**src/rtl/watch_pkg.sv**
```systemverilog
// Shared constants and state encoding for the stopwatch run/stop/lap/clear sequencer.
package watch_pkg;

  localparam int BCD_W = 24;
  localparam int CMD_W = 4;

  localparam logic [CMD_W-1:0] CMD_NONE = 4'hF;
  localparam logic [CMD_W-1:0] CMD_SS   = 4'hA;
  localparam logic [CMD_W-1:0] CMD_LAP  = 4'hB;
  localparam logic [CMD_W-1:0] CMD_CLR  = 4'hC;

  localparam logic [BCD_W-1:0] MAX_COUNT = 24'h595999;

  typedef enum logic [2:0] {
    ST_IDLE  = 3'd0,
    ST_RUN   = 3'd1,
    ST_PAUSE = 3'd2,
    ST_LAP   = 3'd3,
    ST_FULL  = 3'd4
  } state_t;

endpackage

```
**src/rtl/watch_ctrl_if.sv**
```systemverilog
// Bundle between the sequencer, the keyboard scanner, the counter chain and the display.
interface watch_ctrl_if;
  import watch_pkg::*;

  logic [CMD_W-1:0] Command;
  logic [BCD_W-1:0] count_bcd;
  logic             cnt_en;
  logic             cnt_clr;
  logic [BCD_W-1:0] dispbuf;
  logic [2:0]       state;

  modport slave (
    input  Command,
    input  count_bcd,
    output cnt_en,
    output cnt_clr,
    output dispbuf,
    output state
  );

  modport master (
    output Command,
    output count_bcd,
    input  cnt_en,
    input  cnt_clr,
    input  dispbuf,
    input  state
  );

endinterface

```
**src/rtl/cmd_press_det.sv**
```systemverilog
// Brings the asynchronous keyboard code into the clk_1Khz domain and flags each new key-down.
module cmd_press_det
  import watch_pkg::*;
#(
  parameter logic [3:0] CMD_NONE = watch_pkg::CMD_NONE
) (
  input  logic             clk_1Khz,
  input  logic             rst_n,
  input  logic [CMD_W-1:0] cmd_async,
  output logic             press,
  output logic [CMD_W-1:0] code
);

  logic [CMD_W-1:0] sync1;
  logic [CMD_W-1:0] sync2;
  logic [CMD_W-1:0] prev;

  // Two-stage synchronizer plus a history stage so a key-down is seen exactly once
  always_ff @(posedge clk_1Khz or negedge rst_n) begin
    if (!rst_n) begin
      sync1 <= CMD_NONE;
      sync2 <= CMD_NONE;
      prev  <= CMD_NONE;
    end else begin
      sync1 <= cmd_async;
      sync2 <= sync1;
      prev  <= sync2;
    end
  end

  // A press needs the key to pass through "no key"; code-to-code slides are not presses
  always_comb begin
    press = (prev == CMD_NONE) && (sync2 != CMD_NONE);
    code  = sync2;
  end

endmodule

```
**src/rtl/watch_ctrl.sv**
```systemverilog
// Stopwatch sequencer: decodes key presses into counter enable/clear and picks live or lap display.
module watch_ctrl
  import watch_pkg::*;
#(
  parameter logic [3:0]  CMD_NONE  = watch_pkg::CMD_NONE,
  parameter logic [3:0]  CMD_SS    = watch_pkg::CMD_SS,
  parameter logic [3:0]  CMD_LAP   = watch_pkg::CMD_LAP,
  parameter logic [3:0]  CMD_CLR   = watch_pkg::CMD_CLR,
  parameter logic [23:0] MAX_COUNT = watch_pkg::MAX_COUNT
) (
  input  logic         clk_1Khz,
  input  logic         rst_n,
  watch_ctrl_if.slave  bus
);

  logic             press;
  logic [CMD_W-1:0] code;
  logic             key_ss;
  logic             key_lap;
  logic             key_clr;
  logic             overflow;

  state_t           state_q;
  state_t           state_d;
  logic             clr_d;
  logic             lap_cap;
  logic             en_d;
  logic [BCD_W-1:0] lap_reg;
  logic [BCD_W-1:0] lap_d;
  logic [BCD_W-1:0] disp_d;

  cmd_press_det #(
    .CMD_NONE (CMD_NONE)
  ) u_press_det (
    .clk_1Khz  (clk_1Khz),
    .rst_n     (rst_n),
    .cmd_async (bus.Command),
    .press     (press),
    .code      (code)
  );

  assign key_ss   = press && (code == CMD_SS);
  assign key_lap  = press && (code == CMD_LAP);
  assign key_clr  = press && (code == CMD_CLR);
  assign overflow = (bus.count_bcd == MAX_COUNT);

  // State register
  always_ff @(posedge clk_1Khz or negedge rst_n) begin
    if (!rst_n) state_q <= ST_IDLE;
    else        state_q <= state_d;
  end

  // Transition rules; overflow outranks any key seen on the same edge
  always_comb begin
    state_d = ST_IDLE;
    clr_d   = 1'b0;
    lap_cap = 1'b0;
    case (state_q)
      ST_IDLE: begin
        state_d = ST_IDLE;
        if (key_ss) state_d = ST_RUN;
        else if (key_clr) clr_d = 1'b1;
      end
      ST_RUN: begin
        state_d = ST_RUN;
        if (overflow) state_d = ST_FULL;
        else if (key_ss) state_d = ST_PAUSE;
        else if (key_lap) begin
          state_d = ST_LAP;
          lap_cap = 1'b1;
        end
      end
      ST_LAP: begin
        state_d = ST_LAP;
        if (overflow) state_d = ST_FULL;
        else if (key_lap) lap_cap = 1'b1;
        else if (key_ss) state_d = ST_PAUSE;
        else if (key_clr) state_d = ST_RUN;
      end
      ST_PAUSE: begin
        state_d = ST_PAUSE;
        if (key_ss) state_d = ST_RUN;
        else if (key_clr) begin
          state_d = ST_IDLE;
          clr_d   = 1'b1;
        end
      end
      ST_FULL: begin
        state_d = ST_FULL;
        if (key_clr) begin
          state_d = ST_IDLE;
          clr_d   = 1'b1;
        end
      end
      default: state_d = ST_IDLE;
    endcase
  end

  // Next output values derived from the state being entered, so outputs register alongside state
  always_comb begin
    lap_d = lap_cap ? bus.count_bcd : lap_reg;
    en_d  = (state_d == ST_RUN) || (state_d == ST_LAP);
    case (state_d)
      ST_LAP:  disp_d = lap_d;
      ST_FULL: disp_d = MAX_COUNT;
      default: disp_d = bus.count_bcd;
    endcase
  end

  // Output and lap registers; reset clears everything without emitting a clear pulse
  always_ff @(posedge clk_1Khz or negedge rst_n) begin
    if (!rst_n) begin
      bus.cnt_en  <= 1'b0;
      bus.cnt_clr <= 1'b0;
      bus.dispbuf <= '0;
      lap_reg     <= '0;
    end else begin
      bus.cnt_en  <= en_d;
      bus.cnt_clr <= clr_d;
      bus.dispbuf <= disp_d;
      lap_reg     <= lap_d;
    end
  end

  assign bus.state = state_q;

endmodule

```
**src/flat_wrapper.sv**
```systemverilog
// flat-port wrapper written by rule: the top's interface ports become plain ports
module watch_ctrl_flat import watch_pkg::*;
#(
  parameter logic [3:0]  CMD_NONE  = watch_pkg::CMD_NONE,
  parameter logic [3:0]  CMD_SS    = watch_pkg::CMD_SS,
  parameter logic [3:0]  CMD_LAP   = watch_pkg::CMD_LAP,
  parameter logic [3:0]  CMD_CLR   = watch_pkg::CMD_CLR,
  parameter logic [23:0] MAX_COUNT = watch_pkg::MAX_COUNT
)
  (clk_1Khz, rst_n, bus_Command, bus_count_bcd, bus_cnt_en, bus_cnt_clr, bus_dispbuf, bus_state);
  watch_ctrl_if bus_i ();
  input  logic clk_1Khz;
  input  logic rst_n;
  input wire logic [$bits(bus_i.Command)-1:0] bus_Command;
  input wire logic [$bits(bus_i.count_bcd)-1:0] bus_count_bcd;
  output wire logic [$bits(bus_i.cnt_en)-1:0] bus_cnt_en;
  output wire logic [$bits(bus_i.cnt_clr)-1:0] bus_cnt_clr;
  output wire logic [$bits(bus_i.dispbuf)-1:0] bus_dispbuf;
  output wire logic [$bits(bus_i.state)-1:0] bus_state;
  assign bus_i.Command = bus_Command;
  assign bus_i.count_bcd = bus_count_bcd;
  assign bus_cnt_en = bus_i.cnt_en;
  assign bus_cnt_clr = bus_i.cnt_clr;
  assign bus_dispbuf = bus_i.dispbuf;
  assign bus_state = bus_i.state;
  watch_ctrl #(.CMD_NONE(CMD_NONE), .CMD_SS(CMD_SS), .CMD_LAP(CMD_LAP), .CMD_CLR(CMD_CLR), .MAX_COUNT(MAX_COUNT)) u_core (.clk_1Khz(clk_1Khz), .rst_n(rst_n), .bus(bus_i));
endmodule
```
**config.mk**
```make
export PLATFORM = sky130hd
export DESIGN_NAME = watch_ctrl_flat
export DESIGN_NICKNAME = d
export VERILOG_FILES = /design/src/rtl/watch_pkg.sv /design/src/rtl/watch_ctrl_if.sv /design/src/rtl/cmd_press_det.sv /design/src/rtl/watch_ctrl.sv /design/src/flat_wrapper.sv
export SDC_FILE = /design/constraint.sdc
export NUM_CORES = 1
export LEC_CHECK = 0
export BUFFER_PORTS_ARGS = -buffer_cell sky130_fd_sc_hd__buf_2
export CORE_AREA = 2 2 80 82
export CTS_CLUSTER_DIAMETER = 50
export DETAILED_ROUTE_END_ITERATION = 8
export DIE_AREA = 0 0 82 84
export MAX_ROUTING_LAYER = met4
export PLACE_DENSITY = 0.67
export SLEW_MARGIN = 20
export SYNTH_ARGS = -nofsm -noshare
export SYNTH_HDL_FRONTEND = slang
export SYNTH_SLANG_ARGS = --single-unit
```
**constraint.sdc**
```tcl
create_clock -name clk_1Khz -period 2.45 [get_ports clk_1Khz]
set_clock_uncertainty 0.1 [all_clocks]
set_input_delay 0.245 -clock clk_1Khz [delete_from_list [all_inputs] [get_ports clk_1Khz]]
set_output_delay 0.245 -clock clk_1Khz [all_outputs]
set_load 0.02 [all_outputs]
```
Word-level counts from Yosys, hierarchy flattened
Cells that the tools add are included.

Shifts and indexed selects: 0. $lt $le $gt $ge: 0. Muxes and demuxes: 22. Div/mod/pow operators: 0. Bitwise gates (word level): 0. Eq/ne operators: 13. Reductions and logical operators: 7. Multiply operators: 0. Add/subtract/negate cells: 0.

Operator list (number): $pmux 24 s2 (1); $eq 24x23->1 const B (1); $mux 24 (1); $mux 3 (7); $eq 4x4->1 const B (4); $pmux 3 s5 (1); $eq 3x2->1 const B (3); $mux 1 (7); $eq 3x1->1 const B (2); $eq 3x3->1 const B (2); $mux 2 (3); $logic_and 1x1->1 (4); $ne 4x4->1 const B (1); $pmux 1 s2 (2); $logic_not 3->1 (1); $reduce_or 2->1 (1); $logic_or 1x1->1 (1).

Memory bits (read-only): 0. Memories kept: 0. Register bits: 65. Logic and storage cells: 50. Latch bits: 0. RAM bits: 0. Input port bits: 30. Output and inout port bits: 29.

Logic depth before layout (Yosys ltp)
Gate-level depths: netlist of the first run.

Depth in word-level cells: 10. Depth in mapped cells: 7. Depth with buffers taken out: 5.

Modules after synthesis
A second synthesis of the first run with hierarchy kept.

Cell total of the unflattened synthesis: 280. Area, all modules: 2915.3 um^2.

Modules (own cells, without submodules): watch_ctrl (cells an instance 266, instances 1, area an instance 2585.0 um^2, sequential area each 1326.3 um^2); cmd_press_det (cells an instance 14, instances 1, area an instance 330.3 um^2, sequential area each 315.3 um^2).

Worst setup path before layout of the first run
OpenSTA, ideal clock, no wires.

Path kind: register to register. From: register u_core.u_press_det.sync2[1], in the netlist u_core.u_press_det.code[1]. To: register u_core.bus.dispbuf[10]. Buffers on the path: 1. Setup time: 0.121 ns. Period minus slack after synthesis: 2.007 ns. Cell stages (with the launch flop): 7. Data arrival time: 1.786 ns. Path slack: 0.443 ns. Required time: 2.229 ns. Path through: dfstp_2 nand2b_1 nor3_2 or4b_4 a22o_4 buf_6 a22o_1.

Cells in the longest elaborated chain, start to end: 10. Elaborated cells between the ends (all ways): 29. Classes of those cells: eq/ne: 6; mux: 19; reduce/logical: 4.

Ends and longest elaborated chain: from (decl) (line cmd_press_det.sv:15) `logic [CMD_W-1:0] sync2;`; from (signal assigned) (line cmd_press_det.sv:26) `sync2 <= sync1;`; $ne 4x4->1 (line cmd_press_det.sv:33) `press = (prev == CMD_NONE) && (sync2 != CMD_NONE);`; $logic_and 1x1->1 (line cmd_press_det.sv:33); $logic_and 1x1->1 (line watch_ctrl.sv:44) `assign key_clr = press && (code == CMD_CLR);`; $mux 2 (line watch_ctrl.sv:78) `else if (key_clr) state_d = ST_RUN;`; $mux 3 (line watch_ctrl.sv:77) `else if (key_ss) state_d = ST_PAUSE;`; $mux 3 (line watch_ctrl.sv:76) `else if (key_lap) lap_cap = 1'b1;`; $mux 3 (line watch_ctrl.sv:75) `if (overflow) state_d = ST_FULL;`; $pmux 3 s5 (line watch_ctrl.sv:58) `case (state_q)`; $eq 3x3->1 / $eq 3x2->1 (equally long branches) (line watch_ctrl.sv:103) `case (state_d)`; $pmux 24 s2 * (line watch_ctrl.sv:103); via u_core.disp_d[10] (line watch_ctrl.sv:30) `logic [BCD_W-1:0] disp_d;`; to (signal assigned) (line watch_ctrl.sv:120) `bus.dispbuf <= disp_d;`; to (decl) (line watch_ctrl_if.sv:17) `output dispbuf,`.

Mark *: on every way through the listed nets, which the timed path passes. The rest lies on a longest branch.

Final worst setup path of the first run
From: register u_core.u_press_det.prev[0]. To: register u_core.bus.dispbuf[19].

Cells in the longest elaborated chain, start to end: 10. Elaborated cells between the ends (all ways): 26. Classes of those cells: eq/ne: 3; mux: 19; reduce/logical: 4.

Ends and longest elaborated chain: from (decl) (line cmd_press_det.sv:16) `logic [CMD_W-1:0] prev;`; from (signal assigned) (line cmd_press_det.sv:27) `prev <= sync2;`; $eq 4x4->1 * (line cmd_press_det.sv:33); $logic_and 1x1->1 * (line cmd_press_det.sv:33); $logic_and 1x1->1 (line watch_ctrl.sv:44); $mux 2 (line watch_ctrl.sv:78); $mux 3 (line watch_ctrl.sv:77); $mux 3 (line watch_ctrl.sv:76); $mux 3 (line watch_ctrl.sv:75); $pmux 3 s5 (line watch_ctrl.sv:58); $eq 3x3->1 / $eq 3x2->1 (equally long branches) (line watch_ctrl.sv:103); $pmux 24 s2 * (line watch_ctrl.sv:103); via u_core.disp_d[19] (line watch_ctrl.sv:30).

Marked as above.

==> summary.txt, run 1 <==
Floorplan
  • Initial Utilization: 43.5%
  • Chip height: 84 um
  • Die Wd: 82 um
  • Core box area: 6100 sq um
  • Ports: 59
  • Num rows: 29
  • Total die area: 6890 sq um

Clock tree
  • TritonCTS clock tree: yes
  • H-Tree Depth: 3
  • Worst-path clk slew: 0.08 ns
  • Clock latency on the worst-skew pair: 0.33 ns
  • Number of setup buffers added after CTS: 0
  • CTS Buf Count: 9
  • Bufs on Longest Clock Path: 2
  • Root Buffer: clkbuf_8
  • Clock sinks: 65
  • Post_cts resized: 0

Logic synthesis
  • Mux contribution to synthesized area: 8.93%
  • Syn nets: 210
  • Synth async-reset ratio: 100%
  • Ys flop type: dfrtp_1
  • Mapped cell area: 2650 sq um
  • Yosys Warn Count: 0
  • Seq cells post-synth: 65
  • XOR/XNOR Fraction of Synth Area: 0%
  • Post-synth EDFFs: 0
  • Synth Area in Compound Gates: 16.4%
  • Largest family of logic cells by synthesized area: compound AO/OA/AOI/OAI gates
  • Area contributors post-synth: dfrtp_1, dfstp_2, mux2_2
  • Yosys top cell area share: 50.1%
  • Commonest cells in the synthesized netlist: dfrtp_1, mux2_2, a211o_1, a22o_1
  • Fraction of the mapped netlist area in simple logic gates: 9.49%
  • Cell taking the most area after synthesis: dfrtp_1
  • Number of distinct library cells after synthesis: 40
  • Register area share after synthesis: 62.0%
  • Adder-cell share of the synthesized area: 0%
  • Mapped Cells: 180
  • Cell with the most instances after synthesis: dfrtp_1
  • Syn_area_per_cell: 14.7 sq um

Place
  • Routability cong.: 0.835
  • PortBufs: 58
  • Cell area after placement: 3060 sq um
  • Dpl ws: 0.244 ns
  • Detail Placement HPWL: 3.67 mm
  • Dpl cells: 313

STA
  • Fin. max-slew vios: 0
  • RSZ-0062 raised after global routing: false
  • Fmax: 447 MHz
  • Worst hold slack: 0.0491 ns
  • # setup viols final: 0
  • Worst slew margin: 52.8%
  • Final min period: 2.24 ns
  • Least-Margin Pin Slew: 0.707 ns
  • Final Hold Viols: 0
  • Setup WS post-layout: 0.212 ns
  • Final setup TNS: 0 ns
  • Final period util: 91.3%

Setup path
  • Top delay family on crit path: simple AND/OR/NAND/NOR gates
  • Crit path max fanout: 20
  • RR Startpoint: u_core.u_press_det.prev[0]
  • Crit path depth: 7
  • Bufs and invs on worst path: 2
  • Req. time, crit path: 2.56 ns
  • Crit end category: register
  • Startpoint Class: register
  • Slowest cell on crit path: dfstp_2
  • CP Data Arrival Time: 2.34 ns
  • Worst r2r dst: u_core.bus.dispbuf[19]
  • Crit-path max cell delay: 0.55 ns
  • FF-to-FF path depth: 7
  • Worst Setup Path Type: register to register
  • Crit-path cells: nand4_4 -> nor3_2 -> a2111oi_2 -> buf_4 -> and2_1 -> buf_12 -> a211o_1
  • R2R Setup Slk: 0.21 ns

Drt
  • Iteration count of the initial detailed-routing pass: 4
  • Drt initial violations: 100
  • Avg WL per Cell: 16.2 um
  • Vias per inst: 5.25
  • Post-route DRC: 0
  • Routed Antenna Nets: 0
  • Vias: 1,747
  • Drt total wl: 5.40 mm

Min path
  • Min-Delay Path Depth: 2
  • Hold Path Sink: u_core.bus.dispbuf[17]
  • Worst hold path class: input port to register
  • Worst hold start: bus_count_bcd[17]

Global route
  • Initial antenna violation count: 0
  • Vias in the first global route: 1,754
  • Global-route wire length before repair: 9.03 mm
  • Largest net degree at the start of global routing: 36
  • Gr ovfl total: 0
  • Total track usage: 18.3%

Flow run
  • Total of max-cap violations: 0

Layout
  • Nets@finish: 282
  • Design Area, Final: 3300 sq um
  • # diodes: 0
  • Reg area: 1640 sq um
  • Filler instances: 515
  • Final Non-Filler Cells: 333
  • Post-synthesis to final-layout area growth: 24.6%
  • Fraction of layout cells with a size suffix above 1: 50.8%
  • Footprint of the multi-input gates: 922 sq um
  • Final core utilization: 54.1%

Status
  • Status: complete, no violations

Power
  • PD cells: 676 nW/um^2
  • P_leak: 1.64 nW
  • Peak supply drop: 0.320 mV
  • Tot Pwr: 2.23 mW
layout make-up:
type,count,share of cell area [%]
sequential,65,49.8
multi-input combinational,102,27.9
timing repair buffer,70,13.0
clock buffer,10,4.17
tap,77,2.92
clock inverter,5,1.71
inverter,4,0.455
cell usage in the layout (no fill, tap or decap), types with 3 or more instances in the layout:
| cell | count |
|---|---|
| inv_1 | 4 |
| a21boi_0 | 12 |
| nor2_1 | 3 |
| mux2_2 | 21 |
| nand2b_1 | 3 |
| and4bb_2 | 3 |
| buf_2 | 58 |
| buf_4 | 4 |
| a21oi_1 | 4 |
| dlygate4sd3_1 | 5 |
| dfrtp_1 | 53 |
| a22o_1 | 13 |
| nor3_1 | 3 |
| buf_12 | 3 |
| a211o_1 | 13 |
| clkbuf_8 | 10 |
| dfstp_2 | 12 |
routing by layer:
layer	track usage, %	wire length (um)	vias to the layer above
li1	-	-	820
met1	24.8	2520	880
met2	26.1	2580	41
met3	4.65	220	6
met4	7.73	78	0
met5	-	0	-
logic make-up after synthesis:
| group | after synthesis |
|---|---|
| simple gates | 29 |
| compound gates | 52 |
| buf+inv | 13 |
| mux | 21 |
| flops | 65 |
where the power goes:
part,internal [mW],switching [mW]
clock,0.490,0.400
combinational,0.0813,0.115
sequential,1.12,0.0222
total,1.69,0.537
how the worst max path moves through the flow:
stage	slack, ns	from	end
after CTS	0.22	u_core.u_press_det.prev[1]	u_core.bus.dispbuf[19]
after floorplan	0.44	u_core.u_press_det.code[1]	u_core.bus.dispbuf[10]
after detailed placement	0.24	u_core.u_press_det.prev[0]	u_core.bus.dispbuf[19]
final	0.21	u_core.u_press_det.prev[0]	u_core.bus.dispbuf[19]
after global routing	0.11	u_core.u_press_det.prev[1]	u_core.bus.dispbuf[19]
after global placement	0.32	u_core.u_press_det.prev[1]	u_core.bus.dispbuf[20]
timing repair:
item                                   in CTS  in global routing
setup endpoints to repair                   0                  0
endpoints found under the hold margin      22                  0
hold buffers                                5                  0
Power figures use the tool's default switching activity.
==> inputs of run 2 (changes only) <==
- CORE_AREA: 2 2 80 82 -> 2 2 112 60
- DIE_AREA: 0 0 82 84 -> 0 0 114 62
==> run 2 against run 1 <==
Compared with the run above:
- final area grew 2.8%
- first-iteration DRC count down 12%
- clock-buffer cell count is 4 higher
- critical path depth shrank 1
- wire length increased by 3.7%
- worst setup slack gained 0.16 ns
- combinational power about the same
- clock power up 36%
- non-clock buffer count did not move
- global-route usage up 0.052 points
- critical endpoint is now u_core.bus.dispbuf[8]
- largest cell class unchanged
- highest routed layer unchanged
==> summary.txt, run 2 (same netlist as run 1, synthesis figures left out) <==
Place
  • Detail Placement HPWL: 3.87 mm (+5.3%)
  • PortBufs: 58 (unchanged)
  • Routability cong.: 0.812 (-2.8%)
  • Dpl ws: 0.381 ns (+0.137 ns)

Layout
  • Nets@finish: 282 (unchanged)
  • Final core utilization: 54.2% (+0.096 points)
  • Commonest non-fill, non-tap cell in the layout: buf_2
  • Commonest cells after routing, fill and taps aside: buf_2, dfrtp_1, mux2_2, a211o_1, a22o_1
  • Post-synthesis to final-layout area growth: 28.0%
  • Reg area: 1640 sq um (unchanged)
  • Footprint of the multi-input gates: 922 sq um (unchanged)
  • # diodes: 0 (unchanged)
  • Fraction of layout cells with a size suffix above 1: 50.6% (-0.20 points)
  • Filler instances: 545 (+5.8%)

STA
  • Fmax: 482 MHz (+7.9%)
  • Final min period: 2.07 ns (-0.163 ns)
  • Worst slew margin: 74.7% (+22 points)
  • Setup WS post-layout: 0.376 ns (+0.163 ns)
  • Final Hold Viols: 0 (unchanged)
  • Fin. max-slew vios: 0 (unchanged)
  • # setup viols final: 0 (unchanged)
  • RSZ-0062 raised after global routing: false
  • Final setup TNS: 0 ns (unchanged)
  • Final period util: 84.7% (-6.7 points)
  • Least-Margin Pin Slew: 0.377 ns (-0.330 ns)

Clock tree
  • Root Buffer: clkbuf_16
  • Post_cts resized: 0 (unchanged)
  • Post-CTS Hold Buffers: 5 (unchanged)
  • CTS Buf Count: 9 (unchanged)
  • Number of setup buffers added after CTS: 0 (unchanged)
  • Clock latency on the worst-skew pair: 0.33 ns (about the same)
  • Worst-path clk slew: 0.05 ns (-0.03 ns)
  • Bufs on Longest Clock Path: 2 (unchanged)
  • H-Tree Depth: 3 (unchanged)
  • Clock sinks: 65 (unchanged)
  • TritonCTS clock tree: yes

Power
  • Peak supply drop: 0.443 mV (+38%)
  • P_leak: 1.69 nW (+2.9%)
  • PD cells: 754 nW/um^2 (+12%)

Min path
  • Worst hold path class: input port to register

Global route
  • Initial antenna violation count: 0 (unchanged)
  • Total track usage: 18.4% (+0.052 points)
  • Global-route wire length before repair: 8.92 mm (-1.2%)
  • Gr ovfl total: 0 (unchanged)
  • Vias in the first global route: 1,749 (-0.29%)
  • Largest net degree at the start of global routing: 66 (+83%)

Setup path
  • CP Data Arrival Time: 2.18 ns (-0.16 ns)
  • Crit path max fanout: 12 (-40%)
  • Worst Setup Path Type: register to register
  • Crit end category: register
  • Bufs and invs on worst path: 1 (-1)
  • Startpoint Class: register
  • Slowest cell on crit path: dfstp_2
  • Crit-path max cell delay: 0.55 ns (about the same)
  • Top delay family on crit path: simple AND/OR/NAND/NOR gates
  • Req. time, crit path: 2.55 ns (about the same)
  • Crit-path cells: nand4_4 -> nor3_2 -> a2111oi_2 -> and2_1 -> buf_4 -> a211o_1

Drt
  • Avg WL per Cell: 16.6 um (+2.5%)
  • Drt initial violations: 88 (-12%)
  • Vias per inst: 5.15 (-1.9%)
  • Post-route DRC: 0 (unchanged)
  • Vias: 1,735 (-0.69%)
  • Iteration count of the initial detailed-routing pass: 4 (unchanged)
  • Routed Antenna Nets: 0 (unchanged)
  • Drt total wl: 5.60 mm (+3.7%)

Floorplan
  • Chip height: 62 um (-26%)
  • Die Wd: 114 um (+39%)
  • Initial Utilization: 42.4% (-1.1 points)
  • Total die area: 7070 sq um (+2.6%)
  • Ports: 59 (unchanged)
  • Core box area: 6250 sq um (+2.6%)
  • Num rows: 21 (-28%)

Flow run
  • Total of max-cap violations: 0 (unchanged)

Status
  • Status: complete, no violations
## run 2: cell count changes in the layout (fill, tap and decap cells not counted)
cell	change
buf_12	-1
buf_4	+1
bufinv_16	-1
clkbuf_1	+1
clkbuf_16	+9
clkbuf_8	-6
clkinv_4	-1
clkinvlp_4	-1
## run 2: layout make-up
| type | instances | area share (%) |
|---|---|---|
| sequential | 65 | 48.4 |
| clock inverter | 2 | 0.295 |
| inverter | 4 | 0.443 |
| multi-input combinational | 102 | 27.2 |
| tap | 80 | 2.95 |
| clock buffer | 14 | 8.38 |
| timing repair buffer | 70 | 12.3 |
## run 2: path summary, 6_finish.rpt
| path | from | end | slack (ns) | cells past startpoint |
|---|---|---|---|---|
| worst min-delay path | bus_count_bcd[18] | u_core.bus.dispbuf[18] | 0.06 | 2 |
| worst max register to register | u_core.u_press_det.prev[0] | u_core.bus.dispbuf[8] | 0.38 | 6 |
| max in group asynchronous | rst_n | u_core.u_press_det.code[1] | 1.56 | 3 |
| worst max-delay path | u_core.u_press_det.prev[0] | u_core.bus.dispbuf[8] | 0.38 | 6 |
| min in group asynchronous | rst_n | u_core.bus.cnt_en | 0.37 | 3 |
| worst min register to register | u_core.u_press_det.sync1[2] | u_core.u_press_det.code[2] | 0.26 | 0 |
## run 2: metal layers
metal,vias up,global-route usage (%),wire (um)
met3,9,5.82,276
met5,-,-,0
met4,0,9.41,99
met2,45,23.9,2230
met1,857,25.5,3000
li1,824,-,-
## run 2: power by group
group | internal [mW] | total, mW | switching, mW
clock | 0.790 | 1.21 | 0.422
combinational | 0.0813 | 0.198 | 0.116
sequential | 1.12 | 1.15 | 0.0231
total | 2.00 | 2.56 | 0.562
## run 2: through the flow
stage,hold slack [ns],total power [mW],cells,cell area (sq um)
final,0.0617,2.56,337,3390
after global routing,0.0760,2.66,337,3390
after CTS,0.0521,2.59,337,3390
after detailed placement,0.186,1.36,316,3050
after global placement,0.186,1.36,316,3050
after floorplan,-0.151,1.25,180,2650
